<file path="src/rtl/rtc_pkg.sv">
// Shared definitions for the RTC alarm scheduler: slot count, FSM encoding,
// mode bit positions and the power-on slot contents.
package rtc_pkg;

  localparam int NUM_SLOTS = 4;

  typedef enum logic [0:0] {
    ST_IDLE = 1'b0,
    ST_SCAN = 1'b1
  } state_t;

  // cfg_mode is {oneshot, daily, enable}
  localparam int MODE_EN      = 0;
  localparam int MODE_DAILY   = 1;
  localparam int MODE_ONESHOT = 2;

  localparam logic [31:0] DEFAULT_DATE = 32'h2026_0101;
  localparam logic [31:0] DEFAULT_TIME = 32'h0000_0000;

  typedef struct packed {
    logic [31:0] date;
    logic [31:0] tim;
    logic [2:0]  mode;
  } slot_t;

endpackage

</file>
<file path="src/rtl/rtc_alarm_cmp.sv">
// Combinational match of one alarm slot against the snapshotted date/time.
module rtc_alarm_cmp (
  input  logic [31:0] slot_date,
  input  logic [31:0] slot_time,
  input  logic        enable,
  input  logic        daily,
  input  logic [31:0] snap_date,
  input  logic [31:0] snap_time,
  output logic        match
);

  // A daily alarm ignores the date field entirely.
  assign match = enable && (snap_time == slot_time) && (daily || (snap_date == slot_date));

endmodule

</file>
<file path="src/rtl/rtc_alarm_sched.sv">
// Alarm scheduler: on each RTC tick, scans all slots one per cycle against a
// snapshot of the current date/time and raises sticky pending flags.
module rtc_alarm_sched
  import rtc_pkg::*;
#(
  parameter int NUM_SLOTS = rtc_pkg::NUM_SLOTS
) (
  input  logic                 rtc_clk,
  input  logic                 resetn,
  input  logic                 tick,
  input  logic [31:0]          cur_date,
  input  logic [31:0]          cur_time,
  input  logic                 cfg_we,
  input  logic [1:0]           cfg_idx,
  input  logic [31:0]          cfg_date,
  input  logic [31:0]          cfg_time,
  input  logic [2:0]           cfg_mode,
  input  logic [NUM_SLOTS-1:0] ack,
  input  logic [NUM_SLOTS-1:0] irq_mask,
  output logic [NUM_SLOTS-1:0] pend,
  output logic                 irq,
  output logic                 busy,
  output logic                 overrun,
  output logic [NUM_SLOTS-1:0] slot_en
);

  state_t      state, state_next;
  logic [1:0]  idx, idx_next;
  logic        snap_load, scan_en, overrun_set;
  logic [31:0] snap_date, snap_time;
  slot_t       slots [NUM_SLOTS];
  logic        match, hit;
  logic [NUM_SLOTS-1:0] set_vec;

  always_ff @(posedge rtc_clk) begin
    if (!resetn) begin
      state <= ST_IDLE;
      idx   <= 2'd0;
    end else begin
      state <= state_next;
      idx   <= idx_next;
    end
  end

  // NOTE: every output of this block gets a default first so no path can infer a latch.
  always_comb begin
    state_next  = state;
    idx_next    = idx;
    snap_load   = 1'b0;
    scan_en     = 1'b0;
    overrun_set = 1'b0;
    case (state)
      ST_IDLE: begin
        if (tick) begin
          snap_load  = 1'b1;
          idx_next   = 2'd0;
          state_next = ST_SCAN;
        end
      end
      ST_SCAN: begin
        scan_en     = 1'b1;
        overrun_set = tick;
        idx_next    = idx + 2'd1;
        if (idx == 2'd3) state_next = ST_IDLE;
      end
      default: state_next = ST_IDLE;
    endcase
  end

  // NOTE: non-blocking assignments keep every register sampling pre-edge values.
  always_ff @(posedge rtc_clk) begin
    if (snap_load) begin
      snap_date <= cur_date;
      snap_time <= cur_time;
    end
  end

  rtc_alarm_cmp u_cmp (
    .slot_date (slots[idx].date),
    .slot_time (slots[idx].tim),
    .enable    (slots[idx].mode[MODE_EN]),
    .daily     (slots[idx].mode[MODE_DAILY]),
    .snap_date (snap_date),
    .snap_time (snap_time),
    .match     (match)
  );

  assign hit = scan_en && match;

  always_comb begin
    set_vec = '0;
    if (hit) set_vec[idx] = 1'b1;
  end

  // NOTE: slot storage is reset because software relies on known defaults after reset.
  always_ff @(posedge rtc_clk) begin
    if (!resetn) begin
      for (int i = 0; i < NUM_SLOTS; i++) begin
        slots[i] <= '{date: DEFAULT_DATE, tim: DEFAULT_TIME, mode: 3'b000};
      end
    end else begin
      if (hit && slots[idx].mode[MODE_ONESHOT]) slots[idx].mode[MODE_EN] <= 1'b0;
      // A same-cycle compare already used the old contents; a config write wins the edge.
      if (cfg_we) slots[cfg_idx] <= '{date: cfg_date, tim: cfg_time, mode: cfg_mode};
    end
  end

  always_ff @(posedge rtc_clk) begin
    if (!resetn) begin
      pend    <= '0;
      irq     <= 1'b0;
      overrun <= 1'b0;
    end else begin
      pend    <= (pend & ~ack) | set_vec;
      irq     <= |(pend & ~irq_mask);
      overrun <= overrun | overrun_set;
    end
  end

  always_comb begin
    for (int i = 0; i < NUM_SLOTS; i++) slot_en[i] = slots[i].mode[MODE_EN];
  end

  assign busy = (state == ST_SCAN);

endmodule
</file>
<file path="config.mk">
export PLATFORM = sky130hd
export DESIGN_NAME = rtc_alarm_sched
export DESIGN_NICKNAME = d
export VERILOG_FILES = /design/src/rtl/rtc_pkg.sv /design/src/rtl/rtc_alarm_cmp.sv /design/src/rtl/rtc_alarm_sched.sv
export SDC_FILE = /design/constraint.sdc
export NUM_CORES = 1
export LEC_CHECK = 0
export CORE_MARGIN = 5
export CORE_UTILIZATION = 61
export CTS_CLUSTER_DIAMETER = 30
export DETAILED_ROUTE_END_ITERATION = 16
export PLACE_DENSITY_LB_ADDON = 0.08
export SETUP_SLACK_MARGIN = 0.15
export SKIP_LAST_GASP = 1
export SLEW_MARGIN = 40
export SYNTH_ARGS = -nofsm -noshare
export SYNTH_HDL_FRONTEND = slang
export SYNTH_SLANG_ARGS = --single-unit
</file>
<file path="constraint.sdc">
create_clock -name rtc_clk -period 18.4 [get_ports rtc_clk]
set_input_delay 3.68 -clock rtc_clk [delete_from_list [all_inputs] [get_ports rtc_clk]]
set_output_delay 3.68 -clock rtc_clk [all_outputs]
set_load 0.005 [all_outputs]
</file>
* Word level (Yosys, flattened, before mapping)
Memory sizes are Yosys's and may differ from the RTL's. A register that Yosys moved wholly into a read port is not among the register bits.
Index checks and enable logic that the tools add are counted.
** Word-level totals
- Flip-flop bits (word level) :: 73
- Memory bits (writable) :: 268
- Input port bits :: 145
- Output and inout port bits :: 11
- Logic and storage cells :: 57
- Memories :: 1
** Cells by class
- Add/subtract/negate cells :: 1
- $lt $le $gt $ge :: 2
- Equality and inequality tests :: 4
- Muxes and demuxes :: 26
- Bitwise operators :: 7
- Reductions and logical operators :: 9
** Memories
- slots :: words 4, width 67, rd ports 5, clocked after Yosys merged registers in 1, wr ports 4, line rtc_alarm_sched.sv:31 : slot_t slots [NUM_SLOTS];
** Operators by type and width (number)
- $mux W67 :: 2
- $reduce_or A67 Y1 :: 2
- $eq A32 B32 Y1 :: 2
- $mux W1 :: 14
- $mux W2 :: 6
- $and A4 B4 Y4 :: 2
- $not A4 Y4 :: 2
- $logic_and A1 B1 Y1 :: 5
- $mux W4 :: 1
- $or A4 B4 Y4 :: 1
- $pmux W2 S2 :: 1
- $reduce_or A4 Y1 :: 1
- $lt A2 B3 Y1 const B :: 1
- $add A2 B1 Y2 const B :: 1
- $demux W1 S2 :: 1
- $eq A2 B2 Y1 const B :: 1
- $ge A2 B1 Y1 const B :: 1
- $ne A2 B2 Y1 const B :: 1
- $pmux W1 S2 :: 1
- $logic_or A1 B1 Y1 :: 1
- $not A1 Y1 :: 1
- $or A1 B1 Y1 :: 1

* Depth between registers and ports, before layout
Gate-level depths: netlist of run 1.
- Depth in word-level cells :: 10
- Depth in mapped cells :: 8
- Depth with buffers taken out :: 6

* Cells and area by module
From an unflattened synthesis of run 1, not the netlist that was laid out.
** Second synthesis, totals
- Cell total of the unflattened synthesis :: 875
- Area, all modules :: 14800.4 um2
** Modules (own cells, without submodules)
- rtc_alarm_sched :: instances 1, cells each 786, area each 14072.2 um2, sequential area each 10189.8 um2
- rtc_alarm_cmp :: instances 1, cells each 89, area each 728.2 um2, sequential area each 0.0 um2

* Worst setup path after synthesis of run 1
Ideal clock, no wire load.
- Kind :: input -> register
- Start :: input resetn
- End :: memory slots[2][0] (netlist bit) (enable)
- Library setup time :: 0.317 ns
- Arrival :: 9.355 ns
- Required time :: 18.083 ns
- Slack :: 8.728 ns
- Stages on the path :: 4
- Path buffers :: 1
- Path through :: clkbuf_1 > nand3_1 > o21ai_0 > o21bai_1
** RTL lines
- start: declaration :: line rtc_alarm_sched.sv:9 : input logic resetn,
- end: declaration :: line rtc_alarm_sched.sv:31

==> impl_results.md, run 1 <==
* CTS Buf Count at between 60 and 70
* Clk root buf: clkbuf_16
* Worst-Margin Slew at 0.832 ns
* Cell mode on critical path: buf_4
* Row cnt at 57
* Total power at roughly 2.4 mW
* Antenna-violating nets left at 0
* Worst-path cell chain: clkdlybuf4s50_1 > buf_4 > nand3_1 > o21ai_4 > buf_4 > o21bai_1
* Post-CTS Hold Fix Bufs at 0
* Core Area at approximately 0.024 mm2
* Fmax at about 0.16 GHz
* Period utilization at 0.348
* Clock latency on the worst-skew pair at 0.56 ns
* WL final at approximately 33000 um
* Commonest non-fill, non-tap cells in the layout: edfxtp_1 (332), and2_1 (244), clkdlybuf4s50_1 (155), clkbuf_16 (69), xnor2_1 (63)
* Yosys warnings at 0
* CTS tree: built
* GR Overflow Total at 0
* Via count at just over 8000
* Pleak at around 6.6 nW
* Met1 Usage GRT at 0.320
* Hold Startpoint: pend[3]
* Routed length per placed instance at around 23 um
* Post-DR vias/cell at 5.64
* Largest net degree at the start of global routing at 68
* Startpoint types: input port
* IO Count at 156
* Post-layout util at 0.799
* Non-Filler Instances at 1473
* Die area at ~0.027 mm2
* Cells after synthesis at between 900 and 1000
* GRT Total Usage at 0.245
* Syn_area_per_cell at about 16 um2
* Die H at about 170 um
* CTS resizes at 0
* Largest stage delay, worst path at approximately 0.73 ns
* Worst EP required at around 19 ns
* Crit. End Element: register
* Worst min-delay path class: register to register
* #FFs+latches synth at around 340
* DR pass1 iterations at 7
* Port Buffer Count at 155
* Maximum vdd drop at 0.000113 V
* Sequential Area at about 0.010 mm2
* Met2 Usage GRT at 0.414
* Worst endpoint data arrival time at around 6.7 ns
* Final net count at between 1000 and 1500
* Sum of negative setup slack at 0 ns
* Gpl congestion at about 0.83
* Initial core utilization at 0.614
* Max clock buf depth at 3
* DP Wirelength at 19000 um
* Post-CTS Setup Bufs at 0
* RSZ-0062 raised after global routing: no
* WS Path Type: input port to register
* P&R area growth vs syn at 30.0%
* Register area share after synthesis at 0.688
* Sink Count at between 300 and 400
* Met3 Use GR at 0.0571
* Worst Hold Slack at 0.515 ns
* Commonest non-fill, non-tap cell in the layout: edfxtp_1
* H-Tree Depth at 3
* Clock skew at ~0.017 ns
* Netlist cell types at 35
* Mapped Nets at around 1100
* Slew Limit Headroom at 0.445
* Initial antenna violation count at 3
* CP startpoint: resetn
* Period minus WS final at approximately 6.4 ns
* Layout fillers at between 1000 and 1500
* Multi-input gate area at between 0.004 and 0.005 mm2
* Share of cells above drive strength 1 at 0.175
* First-pass GRT wire length at roughly 52000 um
* Initial DRC count at 550
* Drt drc at 0
* GR peak layer: met2
* CTS clk-pin slew, worst paths at around 0.05 ns
* Slowest CP cell: o21ai_4
* Horiz. Die Dim at between 150 and 200 um
* Status: completed
* Hold Fails Final Rpt at 0
* # placed instances at roughly 1300
* Pwr Density at between 100 and 150 mW/mm2
* Max Cap Viol at 0
* Cell area after synthesis at 0.0148 mm2
* Endpoints failing setup at 0
* Vias in the first global route at 8962
* Slew Limit Fails at 0
* Critical-path maximum fanout at roughly 50
-- cell usage after synthesis (all sizes together) --
| library cell | n | share of area |
|---|---|---|
| edfxtp | 332 | 0.67 |
| or3 | 12 | 0.0051 |
| mux4 | 62 | 0.094 |
| a211o | 2 | 0.0012 |
| clkbuf | 30 | 0.0076 |
| nand3b | 4 | 0.0020 |
| and2 | 244 | 0.10 |
| ha | 4 | 0.0034 |
| xnor2 | 63 | 0.037 |
| nor2b | 5 | 0.0021 |
| a221oi | 1 | 0.0010 |
| nand4 | 22 | 0.0097 |
| o21bai | 4 | 0.0020 |
| a21oi | 5 | 0.0017 |
| nand2 | 6 | 0.0015 |
| nor2 | 4 | 0.0010 |
| mux2i | 8 | 0.0054 |
| nor3 | 4 | 0.0014 |
| nand3 | 7 | 0.0024 |
| inv | 12 | 0.0030 |
| o2111ai | 1 | 0.00059 |
| dfxtp | 11 | 0.015 |
| o22ai | 2 | 0.00084 |
| nand2b | 14 | 0.0059 |
| buf | 19 | 0.0081 |
| xor2 | 3 | 0.0018 |
| o21a | 2 | 0.0010 |
| o211ai | 4 | 0.0020 |
| o21ai | 6 | 0.0020 |
| nor4 | 10 | 0.0042 |
-- final timing paths --
check | endpoint | slack [ns] | cells after the start
worst max register to register | slots[3][0] | 14.77 | 7
worst min-delay path | pend[3] | 0.52 | 2
worst min register to register | pend[3] | 0.52 | 2
worst max-delay path | slots[3][0] | 12.00 | 6
-- layout make-up --
class | count | area share
well taps | 324 | 0.0211
diodes | 1 | 0.000130
repair buffers | 168 | 0.0875
clock buffers | 77 | 0.0918
clock inverters | 49 | 0.0386
inverters | 12 | 0.00234
flip-flops and latches | 343 | 0.530
multi-input cells | 499 | 0.229
-- report_power, final --
part / internal (mW) / total, mW / switching, mW / leakage (nW)
logic: 0.0808 / 0.155 / 0.0743 / 2.07
registers: 0.915 / 0.937 / 0.0218 / 3.30
clock network: 0.899 / 1.32 / 0.417 / 1.21
-- registers in the layout, summed over array words and instances (netlist names), named ones only --
| signal | cells |
|---|---|
| busy | 1 |
| overrun | 1 |
| slots | 268 |
| pend | 4 |
| snap_time | 32 |
| idx | 2 |
| irq | 1 |
| snap_date | 32 |
-- cells by family after synthesis --
kind of cell,share of synthesized area
adder cells (fa/ha/maj),0.00338
buffers and inverters,0.0188
flip-flops,0.688
AO/OA/AOI/OAI,0.0124
multiplexers,0.0997
AND/OR/NAND/NOR,0.138
XOR/XNOR,0.0390
-- worst max-delay path, delay by kind of cell --
family	cells	cell delay (ns)
AO/OA/AOI/OAI	2	0.95
AND/OR/NAND/NOR	1	0.53
buffers and inverters	3	1.47
-- metal layers --
layer / wire (um) / up-vias
li1: - / 3774
met5: 21 / -
met2: 17100 / 333
met1: 13200 / 4139
met4: 661 / 4
met3: 2390 / 58
-- through the flow --
stage	setup WS (ns)	area, um2
finish	12.00	19300
detailed placement	11.41	16700
global route	11.77	19300
CTS	12.00	19200
floorplan	8.73	14800
global placement	11.52	16700
No activity file was read; power rests on OpenSTA's default activity.
==> run 2: changes to the inputs <==
--- a/config.mk
+++ b/config.mk
@@ -6,7 +6,7 @@
 export NUM_CORES = 1
 export LEC_CHECK = 0
 export CORE_MARGIN = 5
-export CORE_UTILIZATION = 61
+export CORE_UTILIZATION = 51
 export CTS_CLUSTER_DIAMETER = 30
 export DETAILED_ROUTE_END_ITERATION = 16
 export PLACE_DENSITY_LB_ADDON = 0.08
==> constraint.sdc (replaced) <==
create_clock -name rtc_clk -period 5.3 [get_ports rtc_clk]
set_input_delay 1.06 -clock rtc_clk [delete_from_list [all_inputs] [get_ports rtc_clk]]
set_output_delay 1.06 -clock rtc_clk [all_outputs]
set_load 0.005 [all_outputs]
==> run 2 against run 1 <==
Net effect:
- sequential share of layout area is 0.37 points lower
- die area is 18% higher
- flip-flop and latch count unchanged
==> impl_results.md, run 2 (synthesized netlist as in run 1, its figures left out) <==
* Status: completed (unchanged)
* Post-DR vias/cell at 5.29 (was 5.64)
* CTS clk-pin slew, worst paths at 0.05 ns (about the same)
* Worst Hold Slack at 0.510 ns (was 0.515 ns)
* Final WS setup at 1.81 ns (was 12.00 ns)
* Period minus WS final at roughly 3.5 ns
* First-pass GRT wire length at 52500 um (was 51700 um)
* Largest net degree at the start of global routing at 68 (unchanged)
* Cell mode on critical path: nand4_1 (was buf_4)
* Initial DRC count at 558 (was 550)
* Vias in the first global route at 9104 (was 8962)
* WS Path Type: register to register (was input port to register)
* Period utilization at 0.658
* CTS resizes at 0 (unchanged)
* Sum of negative setup slack at 0 ns (unchanged)
* Via count at 8205 (was 8308)
* Core Area at 0.0287 mm2 (was 0.0241 mm2)
* Layout Cell Area excl Fill at 0.0194 mm2 (was 0.0193 mm2)
* Crit. End Element: register (unchanged)
* P&R area growth vs syn at 30.9% (was 30.0%)
* Hold Startpoint: overrun (was pend[3])
* Die H at 180 um (was 166 um)
* Clock latency on the worst-skew pair at 0.55 ns (was 0.56 ns)
* H-Tree Depth at 3 (unchanged)
* Sink Count at 343 (unchanged)
* Largest stage delay, worst path at 0.86 ns (was 0.73 ns)
* Max FFs per register at 268 (unchanged)
* Total power at 8.30 mW (was 2.41 mW)
* Clk root buf: clkbuf_16 (unchanged)
* Multi-input gate area at 0.00441 mm2 (about the same)
* Top reg by flops: slots (unchanged)
* Pwr Density at 428 mW/mm2 (was 125 mW/mm2)
* Worst endpoint data arrival time at 3.73 ns (was 6.66 ns)
* Post-CTS Setup Bufs at 0 (unchanged)
* Initial core utilization at 0.516 (was 0.614)
* Commonest non-fill, non-tap cells in the layout: edfxtp_1 (332), and2_1 (244), clkdlybuf4s50_1 (155), clkbuf_16 (75), xnor2_1 (63) (was edfxtp_1 (332), and2_1 (244), clkdlybuf4s50_1 (155), clkbuf_16 (69), xnor2_1 (63))
* Gpl congestion at 0.770 (was 0.828)
* DP Wirelength at 20500 um (was 19000 um)
* Commonest non-fill, non-tap cell in the layout: edfxtp_1 (unchanged)
* Row cnt at 62 (was 57)
* Sequential Area at 0.0102 mm2 (unchanged)
* Max clock buf depth at 3 (unchanged)
* Clock skew at 0.0162 ns (was 0.0171 ns)
* Place WS at 1.31 ns (was 11.41 ns)
* Final net count at 1255 (was 1242)
* Slew Limit Headroom at 0.456 (was 0.445)
* Worst min-delay path class: register to register (unchanged)
* Non-Filler Instances at 1551 (was 1473)
* Critical-path maximum fanout at 49 (was 51)
* Max Cap Viol at 0 (unchanged)
* Antenna-violating nets left at 0 (unchanged)
* Drt drc at 0 (unchanged)
* Maximum vdd drop at 0.000242 V (was 0.000113 V)
* Port Buffer Count at 155 (unchanged)
* Initial antenna violation count at 1 (was 3)
* Layout fillers at 2012 (was 1344)
* Hold Fails Final Rpt at 0 (unchanged)
* Routed length per placed instance at 21.9 um (was 22.6 um)
* Horiz. Die Dim at 180 um (was 166 um)
* GRT Total Usage at 0.211 (was 0.245)
* Worst-path cell chain: buf_4 > mux4_2 > xnor2_1 > nand4_1 > nor4_1 > nand4_1 > o21bai_1 (was clkdlybuf4s50_1 > buf_4 > nand3_1 > o21ai_4 > buf_4 > o21bai_1)
* Worst-Margin Slew at 0.816 ns (was 0.832 ns)
* Pleak at 6.61 nW (was 6.58 nW)
* Post-DP Area at 0.0169 mm2 (was 0.0167 mm2)
* Startpoint types: register (was input port)
* WL final at 33900 um (was 33300 um)
* Worst EP required at 5.54 ns (was 18.66 ns)
* Slew Limit Fails at 0 (unchanged)
* Biggest regs: slots: 268 flops, snap_date: 32 flops, snap_time: 32 flops (unchanged)
* Share of cells above drive strength 1 at 0.181 (was 0.175)
* Slowest CP cell: dfxtp_4 (was o21ai_4)
* CTS tree: built (unchanged)
* Die area at 0.0325 mm2 (was 0.0275 mm2)
* GR Overflow Total at 0 (unchanged)
* RSZ-0062 raised after global routing: no (unchanged)
* # placed instances at 1415 (was 1346)
* DR pass1 iterations at 5 (was 7)
* CTS Buf Count at 73 (was 69)
* Post-layout util at 0.675 (was 0.799)
* Post-CTS Hold Fix Bufs at 0 (unchanged)
* Fmax at about 0.29 GHz
* IO Count at 156 (unchanged)
* Endpoints failing setup at 0 (unchanged)
run 2: layer usage:
layer / up-vias / GRT usage / wire [um]
li1: 3805 / - / -
met1: 4084 / 0.267 / 13900
met2: 251 / 0.361 / 17400
met3: 63 / 0.0444 / 1570
met4: 2 / 0.0783 / 1040
met5: - / 0 / 13
run 2: final cells by class:
cell class,instances,area share
Antenna cell,1,0.000129
Tap cell,384,0.0248
Timing Repair Buffer,177,0.0913
Sequential cell,343,0.526
Clock buffer,83,0.0984
Multi-Input combinational cell,499,0.228
Clock inverter,52,0.0296
Inverter,12,0.00232
run 2: worst max-delay path: cells and delay by family, from the launching register on:
family          cells  cell delay, ns
simple gates        3            1.05
flops               1            0.86
buf+inv             1            0.49
mux                 1            0.37
xor+xnor            1            0.19
compound gates      1            0.19
run 2: power breakdown:
part	switching, mW	internal [mW]	leakage [nW]	total [mW]
registers	0.0709	3.18	3.30	3.25
clock network	1.44	3.07	1.18	4.51
logic	0.257	0.288	2.12	0.545
total	1.77	6.54	6.61	8.30
run 2: path summary, 6_finish.rpt:
check | to | slack [ns] | cells after the start
max | slots[2][0] | 1.81 | 7
min | overrun | 0.51 | 2
max reg2reg | slots[2][0] | 1.81 | 7
min reg2reg | overrun | 0.51 | 2
==> run 3: changes to the inputs <==
--- a/config.mk
+++ b/config.mk
@@ -6,7 +6,7 @@
 export NUM_CORES = 1
 export LEC_CHECK = 0
 export CORE_MARGIN = 5
-export CORE_UTILIZATION = 51
+export CORE_UTILIZATION = 57
 export CTS_CLUSTER_DIAMETER = 30
 export DETAILED_ROUTE_END_ITERATION = 16
 export PLACE_DENSITY_LB_ADDON = 0.08
==> constraint.sdc (replaced) <==
create_clock -name rtc_clk -period 3.4 [get_ports rtc_clk]
set_input_delay 0.68 -clock rtc_clk [delete_from_list [all_inputs] [get_ports rtc_clk]]
set_output_delay 0.68 -clock rtc_clk [all_outputs]
set_load 0.005 [all_outputs]
==> run 3 against run 2 <==
Net effect:
- power grew 58%
- first-iteration DRC count grew 15%
- design area grew 0.88%
- global-route usage grew 2.3 points
- sequential share of layout area shrank 0.46 points
- largest cell class unchanged
- largest power group unchanged
==> impl_results.md, run 3 (synthesized netlist as in run 1, its figures left out) <==
* Period minus WS final at 2.95 ns (was 3.49 ns)
* Via count at 8401 (was 8205)
* IO Count at 156 (unchanged)
* Status: completed (unchanged)
* Post-DR vias/cell at 5.55 (was 5.29)
* Endpoints failing setup at 0 (unchanged)
* Pleak at 6.76 nW (was 6.61 nW)
* Gpl congestion at 0.810 (was 0.770)
* Row cnt at 59 (was 62)
* Post-layout util at 0.757 (was 0.675)
* Commonest non-fill, non-tap cells in the layout: edfxtp_1 (332), and2_1 (244), clkdlybuf4s50_1 (155), clkbuf_16 (77), xnor2_1 (63) (was edfxtp_1 (332), and2_1 (244), clkdlybuf4s50_1 (155), clkbuf_16 (75), xnor2_1 (63))
* DP Wirelength at 20100 um (was 20500 um)
* H-Tree Depth at 3 (unchanged)
* P&R area growth vs syn at 32.1% (was 30.9%)
* Multi-input gate area at 0.00441 mm2 (about the same)
* Non-Filler Instances at 1514 (was 1551)
* Worst min-delay path class: register to register (unchanged)
* Max FFs per register at 268 (unchanged)
* DR pass1 iterations at 5 (unchanged)
* Horiz. Die Dim at 171 um (was 180 um)
* Worst endpoint data arrival time at 3.19 ns (was 3.73 ns)
* Sink Count at 343 (unchanged)
* Final net count at 1268 (was 1255)
* Share of cells above drive strength 1 at 0.195 (was 0.181)
* RSZ-0062 raised after global routing: no (unchanged)
* Largest net degree at the start of global routing at 68 (unchanged)
* Fmax at 0.339 GHz (was 0.287 GHz)
* Commonest non-fill, non-tap cell in the layout: edfxtp_1 (unchanged)
* Total power at 13.1 mW (was 8.30 mW)
* Biggest regs: slots: 268 flops, snap_date: 32 flops, snap_time: 32 flops (unchanged)
* Worst Hold Slack at 0.556 ns (was 0.510 ns)
* Max clock buf depth at 3 (unchanged)
* Crit. End Element: register (unchanged)
* First-pass GRT wire length at 51300 um (was 52500 um)
* Top reg by flops: slots (unchanged)
* Max Cap Viol at 0 (unchanged)
* Initial DRC count at 641 (was 558)
* CTS clk-pin slew, worst paths at 0.04 ns (was 0.05 ns)
* Maximum vdd drop at 0.000553 V (was 0.000242 V)
* Initial antenna violation count at 2 (was 1)
* Clock latency on the worst-skew pair at 0.56 ns (was 0.55 ns)
* Slew Limit Fails at 0 (unchanged)
* Initial core utilization at 0.573 (was 0.516)
* Port Buffer Count at 155 (unchanged)
* WL final at 33700 um (was 33900 um)
* Clk root buf: clkbuf_16 (unchanged)
* Antenna-violating nets left at 0 (unchanged)
* Core Area at 0.0258 mm2 (was 0.0287 mm2)
* Clock skew at 0.0218 ns (was 0.0162 ns)
* Vias in the first global route at 8974 (was 9104)
* Drt drc at 0 (unchanged)
* # placed instances at 1373 (was 1415)
* Startpoint types: register (unchanged)
* WS Path Type: register to register (unchanged)
* Worst-Margin Slew at 0.806 ns (was 0.816 ns)
* Diodes inserted at 0 (was 1)
* Routed length per placed instance at 22.3 um (was 21.9 um)
* Die H at 171 um (was 180 um)
* Hold Fails Final Rpt at 0 (unchanged)
* Die area at 0.0293 mm2 (was 0.0325 mm2)
* Slew Limit Headroom at 0.463 (was 0.456)
* GR Overflow Total at 0 (unchanged)
* Worst EP required at 3.64 ns (was 5.54 ns)
* CTS tree: built (unchanged)
* Critical-path maximum fanout at 10 (was 49)
* Pwr Density at 670 mW/mm2 (was 428 mW/mm2)
* Sequential Area at 0.0102 mm2 (unchanged)
* CTS Buf Count at 75 (was 73)
* Period utilization at 0.867 (was 0.658)
* Layout fillers at 1560 (was 2012)
* GRT Total Usage at 0.234 (was 0.211)
[run 3: changes by cell type in the layout (fill, tap and decap cells not counted), moves of 2 or more]
cell | before | now
clkinv_2 | 10 | 16
clkinv_4 | 2 | 5
buf_12 | 3 | 10
clkinvlp_4 | 10 | 2
buf_8 | 2 | 0
clkinv_1 | 14 | 8
inv_6 | 3 | 9
clkbuf_16 | 75 | 77
buf_4 | 17 | 21
[run 3: critical path, stage by stage (launching register included)]
cell and delay, ns:
dfxtp_4 0.42, buf_4 0.28, mux4_2 0.54, xnor2_1 0.16, nand4_1 0.22, nor4_1 0.50
a21oi_1 0.28, o21bai_1 0.22
[run 3: stage by stage]
stage          instance area (um2)  setup TNS, ns  worst slack, ns
2_1_floorplan                14800         -14.31           -0.243
3_3_place_gp                 17000              0            0.165
3_5_place_dp                 17000              0            0.106
4_1_cts                      19500              0            0.300
5_1_grt                      19600              0            0.313
6_report                     19600              0            0.451
[run 3: report_power, final]
part | switching [mW] | total [mW] | internal [mW]
logic | 0.413 | 0.883 | 0.470
registers | 0.107 | 5.06 | 4.95
clock network | 2.26 | 7.16 | 4.90
total | 2.78 | 13.1 | 10.3
[run 3: area by class of cell]
cell class,instances,area share
clock inverter,52,0.0297
clock buffer,85,0.100
tap,335,0.0214
inverter,12,0.00230
multi-input combinational,499,0.226
sequential,343,0.521
timing repair buffer,188,0.0996
[run 3: metal layers]
layer  vias up  track usage  share of wire
met5         -            0        0.00092
met2       317        0.393           0.50
met4         4       0.0685          0.018
met3        49       0.0545          0.067
li1       3833            -              -
met1      4198        0.309           0.41
[run 3: worst paths after layout]
kind	startpoint	to	slack, ns	depth (start not counted)
max	register	slots[0][0]	0.45	7
min	pend[3]	pend[3]	0.56	2
max reg2reg	register	slots[0][0]	0.45	7
min reg2reg	pend[3]	pend[3]	0.56	2
[run 3: timing repair]
action	in CTS	in global routing
resized for setup	1	1
endpoints found under the setup margin	4	2
hold buffers	0	0
buffers inserted	1	3
